## config.mk

```make
export PLATFORM = sky130hd
export DESIGN_NAME = emgc_ctrl_mc
export DESIGN_NICKNAME = d
export VERILOG_FILES = /design/src/rtl/emgc_ctrl_mc.sv
export SDC_FILE = /design/constraint.sdc
export NUM_CORES = 1
export LEC_CHECK = 0
export CORE_ASPECT_RATIO = 0.6
export CORE_UTILIZATION = 59
export CTS_CLUSTER_SIZE = 12
export DETAILED_ROUTE_END_ITERATION = 12
export PLACE_DENSITY_LB_ADDON = 0.08
export RECOVER_POWER = 100
export REMOVE_ABC_BUFFERS = 1
export SLEW_MARGIN = 20
export SYNTH_ARGS = -nofsm -noshare
export SYNTH_HDL_FRONTEND = slang
export SYNTH_SLANG_ARGS = --single-unit
```

## constraint.sdc

```tcl
create_clock -name clk -period 6.25 [get_ports clk]
set_input_delay 1.25 -clock clk [delete_from_list [all_inputs] [get_ports clk]]
set_output_delay 1.25 -clock clk [all_outputs]
set_load 0.02 [all_outputs]
```

## src/rtl/emgc_ctrl_mc.sv

```systemverilog
// Multi-channel emergency controller for the HSI command path.
// Each channel watches its reply window for a missing reply, an erroneous
// reply or a subscriber-busy reply. After a shared guard interval the
// controller requests either a repeat of the command or a switch of the
// communication source, with per-channel retry and busy limits.
module emgc_ctrl_mc #(
    parameter int N_CH        = 3,
    parameter int CNT_W       = 3,
    parameter int MAX_RETRIES = 3,
    parameter int MAX_BUSY    = 3,
    parameter int GUARD_TICKS = 4999,
    parameter int TICK_W      = 13
) (
    input  logic            clk,
    input  logic            n_rst,
    input  logic [N_CH-1:0] cmd_accepted,
    input  logic [N_CH-1:0] reply_window,
    input  logic            rx_start_bit_accepted,
    input  logic            rx_frame_end,
    input  logic            rx_err,
    input  logic            rx_sd_busy,
    output logic [N_CH-1:0] repeat_req,
    output logic            switch_com_src_req,
    output logic [N_CH-1:0] fail_sticky,
    output logic            guard_active
);

    typedef enum logic {
        IDLE = 1'b0,
        RUN  = 1'b1
    } state_t;

    state_t              state;
    logic [TICK_W-1:0]   ticks;

    logic [N_CH-1:0]     window_q;
    logic [N_CH-1:0]     reply_rx;
    logic [N_CH-1:0]     pending;
    logic [N_CH-1:0]     busy_pend;
    logic [CNT_W-1:0]    retry_cnt [N_CH];
    logic [CNT_W-1:0]    busy_cnt  [N_CH];

    logic [N_CH-1:0]     wc;
    logic [N_CH-1:0]     no_reply;
    logic [N_CH-1:0]     err;
    logic [N_CH-1:0]     busy;
    logic [N_CH-1:0]     fault;
    logic                expire;

    logic [N_CH-1:0]     reply_rx_n;
    logic [N_CH-1:0]     pending_n;
    logic [N_CH-1:0]     busy_pend_n;
    logic [N_CH-1:0]     sticky_n;
    logic [N_CH-1:0]     rep_n;
    logic                sw_n;
    logic [CNT_W-1:0]    retry_n   [N_CH];
    logic [CNT_W-1:0]    busy_n    [N_CH];
    logic                any_n;

    // Event detection for the current cycle; rx_err masks the busy qualifier
    always_comb begin
        wc         = window_q & ~reply_window;
        no_reply   = wc & ~reply_rx;
        err        = reply_rx & {N_CH{rx_frame_end & rx_err}};
        busy       = reply_rx & {N_CH{rx_frame_end & rx_sd_busy & ~rx_err}};
        fault      = no_reply | err;
        expire     = (state == RUN) && (ticks == TICK_W'(GUARD_TICKS));
        // Clearing (window close / new command) wins over a start bit
        reply_rx_n = (reply_rx | (reply_window & {N_CH{rx_start_bit_accepted}}))
                     & ~(wc | cmd_accepted);
    end

    // Per-channel resolution at expiry, event capture and command clearing
    always_comb begin
        pending_n   = pending;
        busy_pend_n = busy_pend;
        sticky_n    = fail_sticky;
        rep_n       = '0;
        sw_n        = 1'b0;
        retry_n     = retry_cnt;
        busy_n      = busy_cnt;
        for (int i = 0; i < N_CH; i++) begin
            if (cmd_accepted[i]) begin
                // A new command discards all history of this channel
                pending_n[i]   = 1'b0;
                busy_pend_n[i] = 1'b0;
                sticky_n[i]    = 1'b0;
                retry_n[i]     = '0;
                busy_n[i]      = '0;
            end else begin
                if (expire && pending[i]) begin
                    if (retry_cnt[i] < CNT_W'(MAX_RETRIES)) begin
                        rep_n[i]   = 1'b1;
                        retry_n[i] = retry_cnt[i] + 1'b1;
                    end else begin
                        sw_n        = 1'b1;
                        sticky_n[i] = 1'b1;
                        retry_n[i]  = '0;
                    end
                    pending_n[i] = 1'b0;
                end
                if (expire && busy_pend[i]) begin
                    if (busy_cnt[i] < CNT_W'(MAX_BUSY)) begin
                        rep_n[i]  = 1'b1;
                        busy_n[i] = busy_cnt[i] + 1'b1;
                    end else begin
                        sw_n        = 1'b1;
                        sticky_n[i] = 1'b1;
                        busy_n[i]   = '0;
                    end
                    busy_pend_n[i] = 1'b0;
                end
                // A channel already flagged ignores further events of that kind
                if (fault[i] && !pending[i]) begin
                    pending_n[i] = 1'b1;
                end
                if (busy[i] && !busy_pend[i]) begin
                    busy_pend_n[i] = 1'b1;
                end
            end
        end
        any_n = |(pending_n | busy_pend_n);
    end

    // Per-channel state registers and registered request pulses
    always_ff @(posedge clk) begin
        if (!n_rst) begin
            window_q           <= '0;
            reply_rx           <= '0;
            pending            <= '0;
            busy_pend          <= '0;
            fail_sticky        <= '0;
            repeat_req         <= '0;
            switch_com_src_req <= 1'b0;
            for (int i = 0; i < N_CH; i++) begin
                retry_cnt[i] <= '0;
                busy_cnt[i]  <= '0;
            end
        end else begin
            window_q           <= reply_window;
            reply_rx           <= reply_rx_n;
            pending            <= pending_n;
            busy_pend          <= busy_pend_n;
            fail_sticky        <= sticky_n;
            repeat_req         <= rep_n;
            switch_com_src_req <= sw_n;
            for (int i = 0; i < N_CH; i++) begin
                retry_cnt[i] <= retry_n[i];
                busy_cnt[i]  <= busy_n[i];
            end
        end
    end

    // Guard timer: an expiry that still leaves flags set opens a fresh interval
    always_ff @(posedge clk) begin
        if (!n_rst) begin
            state        <= IDLE;
            ticks        <= '0;
            guard_active <= 1'b0;
        end else begin
            case (state)
                IDLE: begin
                    ticks <= '0;
                    if (any_n) begin
                        state        <= RUN;
                        guard_active <= 1'b1;
                    end
                end
                RUN: begin
                    if (!any_n) begin
                        state        <= IDLE;
                        ticks        <= '0;
                        guard_active <= 1'b0;
                    end else if (expire) begin
                        ticks <= '0;
                    end else begin
                        ticks <= ticks + 1'b1;
                    end
                end
                default: begin
                    state        <= IDLE;
                    ticks        <= '0;
                    guard_active <= 1'b0;
                end
            endcase
        end
    end

endmodule

```

# After elaboration in Yosys (flattened, before gate mapping)
# Cells that the tools add are included.
totals:
  reg_bits: 52
  out_inout_bits: 8
  wordCells: 150
  in_bits: 12
op_classes:
  n_reduce_logical: 24
  n_lt_le_gt_ge: 6
  bitwise_logic: 19
  addsub: 7
  muxes: 71
  n_eq_ne: 3
ops:
  columns: ["operator", "count"]
  rows:
  - ["1-bit 2-to-1 mux", 61]
  - ["13-bit 2-to-1 mux", 2]
  - ["13-bit case mux with 2 select lines", 1]
  - ["3-bit by 1-bit adder with 3-bit output, second input constant", 6]
  - ["3-bit AND", 6]
  - ["3-bit by 2-bit less-than comparator with 1-bit output, second input constant", 6]
  - ["3-bit 2-to-1 mux", 6]
  - ["13-bit by 1-bit adder with 13-bit output, second input constant", 1]
  - ["13-bit equality test, second input constant", 1]
  - ["1-bit logical AND", 13]
  - ["3-bit bitwise OR", 4]
  - ["3-bit NOT", 3]
  - ["1-bit logical NOT", 6]
  - ["2-bit OR reduction", 3]
  - ["2-bit != test, second input constant", 2]
  - ["1-bit AND", 3]
  - ["1-bit NOT", 3]
  - ["3-bit OR reduction", 1]
  - ["1-bit case mux with 2 select lines", 1]
  - ["2-bit AND reduction", 1]

# Longest topological paths before layout
depth:
  ltp_word: 18
  ltp_mapped: 11
  depth_no_buf: 9

# Worst setup path after synthesis
# OpenSTA, ideal clock, no wires.
synth_path:
  path_type: "input-to-reg"
  start: "input port reply_window[2]"
  end: "register ticks[11]"
  required_time_ns: 6.179
  slack_ns: 3.445
  setup_time_ns: 0.071
  arrival_time_ns: 2.734
  n_path_buf: 1
  stages: 9
  path_cell_list: "or3b_2 > a31oi_1 > o21ai_0 > nand4_1 > ha_1 > and2_1 > nand2_1 > clkbuf_1 > a21oi_1"
synth_via:
  elab_chain_len: 11
synth_rtl:
  columns: ["element", "line_no", "source"]
  rows:
  - ["start: declaration", "17", "input logic [N_CH-1:0] reply_window,"]
  - ["3-bit NOT", "62", "wc = window_q & ~reply_window;"]
  - ["3-bit AND", "62", null]
  - ["3-bit AND", "63", "no_reply = wc & ~reply_rx;"]
  - ["3-bit bitwise OR", "66", "fault = no_reply | err;"]
  - ["1-bit logical AND", "114", "if (fault[i] && !pending[i]) begin"]
  - ["1-bit 2-to-1 mux", "114", null]
  - ["1-bit 2-to-1 mux", "83", "if (cmd_accepted[i]) begin"]
  - ["3-bit bitwise OR", "122", "any_n = |(pending_n | busy_pend_n);"]
  - ["3-bit OR reduction", "122", null]
  - ["net any_n", "58", "logic any_n;"]
  - ["13-bit 2-to-1 mux", "170", "if (!any_n) begin"]
  - ["13-bit case mux with 2 select lines", "161", "case (state)"]
  - ["end signal: assignment", "177", "ticks <= ticks + 1'b1;"]
  - ["end: declaration", "34", "logic [TICK_W-1:0] ticks;"]
# The timed path passes the listed nets, and every way through them passes these cells.
# A chain may end at the register's enable or synchronous reset.

# Worst setup path after layout
layout_path:
  start: "register ticks[0]"
  end: "register ticks[8]"
layout_via:
  elab_chain_len: 10
  word_cells_on_any_way: 32
  classes_between: "1 x add/sub; 1 x eq/ne; 21 x mux; 1 x bitwise; 8 x reduce/logical"
layout_rtl:
  columns: ["element", "line_no", "source"]
  rows:
  - ["13-bit equality test *", "67", "expire = (state == RUN) && (ticks == TICK_W'(GUARD_TICKS));"]
  - ["1-bit logical AND *", "67", null]
  - ["1-bit logical AND (on tied branches)", "91, 102", null]
  - ["1-bit 2-to-1 mux (on tied branches)", "91, 102", null]
  - ["1-bit 2-to-1 mux (on tied branches)", "114, 117", null]
  - ["1-bit 2-to-1 mux", "83", null]
  - ["3-bit bitwise OR *", "122", null]
  - ["3-bit OR reduction *", "122", null]
  - ["net any_n", "58", null]
  - ["13-bit 2-to-1 mux *", "170", null]
  - ["13-bit case mux with 2 select lines *", "161", null]
# The timed path passes the listed nets; every way through them passes the cells marked *.

==> out/metrics.cfg <==
[yosys]
ys_top_cells_by_area=dfxtp_1 45%, a21oi_1 6.9%, nand4_1 4.9%, ha_1 4.3%, o21ai_0 4.3%
synth_top_area_share_pct=45.0
synth_compound_gate_area_share_pct=19.0
syn_inst=258
post-synth-top-count-cell=dfxtp_1
synth-simple-area-share_pct=25.4
synth_edf_count=0
synth_flop_cell=dfxtp_1
ys_ff_latch=52
synth_cell_types=45
synth_fa_ha_area_share_pct=4.33
synth_seq_area_share_pct=45.0
synth_common_cells=52 x dfxtp_1, 32 x a21oi_1, 21 x nor2_1
synth_area_per_cell_um2=8.96
synth_xor_area_share_pct=2.65
synthArstFlopShare_pct=0
synth_top_family_by_area=simple AND/OR/NAND/NOR gates
yosysWarningCount=0
yosys.area.top_type=dfxtp_1
netlist_area_mm2=0.00231
synthMuxAreaShare_pct=0.433

[routing]
routed_wl_mm=4.98
route.vias.total=1958
ant_nets=0
dr.pass1.iters=5
drc_errors=0
routed_via_density=6.06
first_iter_violations=109
wl_per_cell_um=15.4

[cts]
cts_hold_buf=0
clk_pin_slew_ps=90
root_buffer=clkbuf_8
cts.sinks=52
clk_latency_ps=300
ctsResizeCount=0
cts_max_path_buffers=2
cts_setup_buffers=0
cts_buffers=5
htreeDepth=2
cts_tree=done

[hold_path]
min-delay-start=ticks[0]
min_path_type=register to register
min_path_cells=1
holdPathEnd=ticks[0]

[floorplanning]
io-pin-count=20
core_region_area_mm2=0.00370
dieArea_mm2=0.00418
die_h_um=50.5
dieWidth_um=82.8
initial_core_util_pct=62.4
rows=17

[finish]
area_growth_pct=14.1
finalNonFillerCells=323
drive_gt1_share_pct=5.07
diodes=0
layout.nets=295
stdcell_area_mm2=0.00264
fill_cells=296
utilization_pct=71.3

[placement]
place_congestion=0.841
place_area_mm2=0.00252
post-place-cells=315
dp_hpwl_mm=3.44
io_buffers=19
pre_cts_ws_ps=2740

[setup_path]
ff2ff_setup_slack_ps=2680
worst_r2r_path_depth=9
critPathLaunchType=register
r2r-start=ticks[0]
crit_path_end_kind=register
crit_required_ps=6410
critPathKind=register to register
crit_start=ticks[0]
timing.rr.end=ticks[8]
critPathMaxFanout=30
cp.arrival_ps=3730

[timing]
period_share_pct=57.1
setup_viol=0
hold_viol=0
relSlewSlack_pct=30.0
layout_min_cycle_time_ps=3570
layout_setup_ws_ps=2680
tns_ps=0
max_clock_freq_mhz=280
whs_ps=449
drv_slew=0
worst_pin_slew_ps=1050
rsz0062_at_grt=no
skew_ps=4.42

[global_routing]
grt_pass1_wl_mm=8.20
grt_pass1_vias=1736
grt_overflow=0
grt_max_degree=31
grt_usage_pct=26.6
antenna_found_initial=0

[power_and_ir_drop]
total_leakage_power_nw=0.936
p_per_area_mw_per_mm2=235
p_total_uw=620
peakVddDrop_v=0.000189

[job]
maxCapViolCount=0

[outcome]
status=completed

## cells in the final DEF, fill, tap and decap left out, types with 5 or more instances in the layout
master	netlist	final
dfxtp_1	52	52
a21oi_1	32	32
nor2_1	21	21
o21ai_0	20	20
nand4_1	18	19
nand2_1	12	12
dlygate4sd3_1	0	11
inv_1	8	8
nand2b_1	8	8
ha_1	8	8
clkdlybuf4s50_1	0	8
clkbuf_8	0	7
nand3_1	5	5
xor2_1	5	5
## report_power, final
group | leakage (nW) | internal (mW) | switching [mW] | total [mW]
logic | 0.451 | 0.0150 | 0.0174 | 0.0324
registers | 0.420 | 0.335 | 0.00360 | 0.339
clock network | 0.0645 | 0.141 | 0.107 | 0.248
## how the worst max path moves through the flow
| stage | endpoint | slack, ps | cells after the start |
|---|---|---|---|
| 2_1_floorplan | ticks[10] | 3470 | 8 |
| 3_3_place_gp | ticks[11] | 2810 | 9 |
| 3_5_place_dp | ticks[10] | 2740 | 9 |
| 4_1_cts | ticks[8] | 3020 | 9 |
| 5_1_grt | ticks[8] | 2220 | 9 |
| 6_report | ticks[8] | 2680 | 9 |
## cell families (layout without fill, tap and decap cells)
| logic type | count (synthesis) | after routing |
|---|---|---|
| and+or+nand+nor | 99 | 99 |
| AOI/OAI and AO/OA | 74 | 74 |
| DFF | 52 | 52 |
| buffers and inverters | 17 | 35 |
| adders and majority gates | 8 | 8 |
| xor gates and xnor gates | 7 | 7 |
| muxes | 1 | 1 |
## critical path: stages, from the launching register on
cell and delay (ps):
dfxtp_1 360, ha_1 320, and3b_1 220, nand4_1 820, o21ai_0 720, nand4_1 150
ha_1 230, and2_0 180, nand2_1 310, nor2_1 130
## flip-flops by register name, indices dropped and copies added (netlist names)
| signal | cells |
|---|---|
| window_q | 3 |
| reply_rx | 3 |
| guard_active | 1 |
| pending | 3 |
| ticks | 13 |
| state | 1 |
| busy_pend | 3 |
| switch_com_src_req | 1 |
| retry_cnt | 9 |
| repeat_req | 3 |
| busy_cnt | 9 |
| fail_sticky | 3 |
## cell type report
cell class	instances	area, µm²	area share (%)
Tap cell	47	58.8	2.23
Multi-Input combinational cell	189	1190	45.2
Sequential cell	52	1040	39.5
Clock buffer	7	96.3	3.65
Timing Repair Buffer	19	190	7.21
Clock inverter	1	30.0	1.14
Inverter	8	30.0	1.14
## metal layers
layer | GRT usage [%] | up-vias | wire [µm]
met1 | 39.7 | 919 | 2580
met3 | 6.91 | 2 | 265
met2 | 38.9 | 49 | 2110
li1 | - | 988 | -
met5 | 0 | - | 0
met4 | 4.31 | 0 | 19
Power figures use the tool's default switching activity.
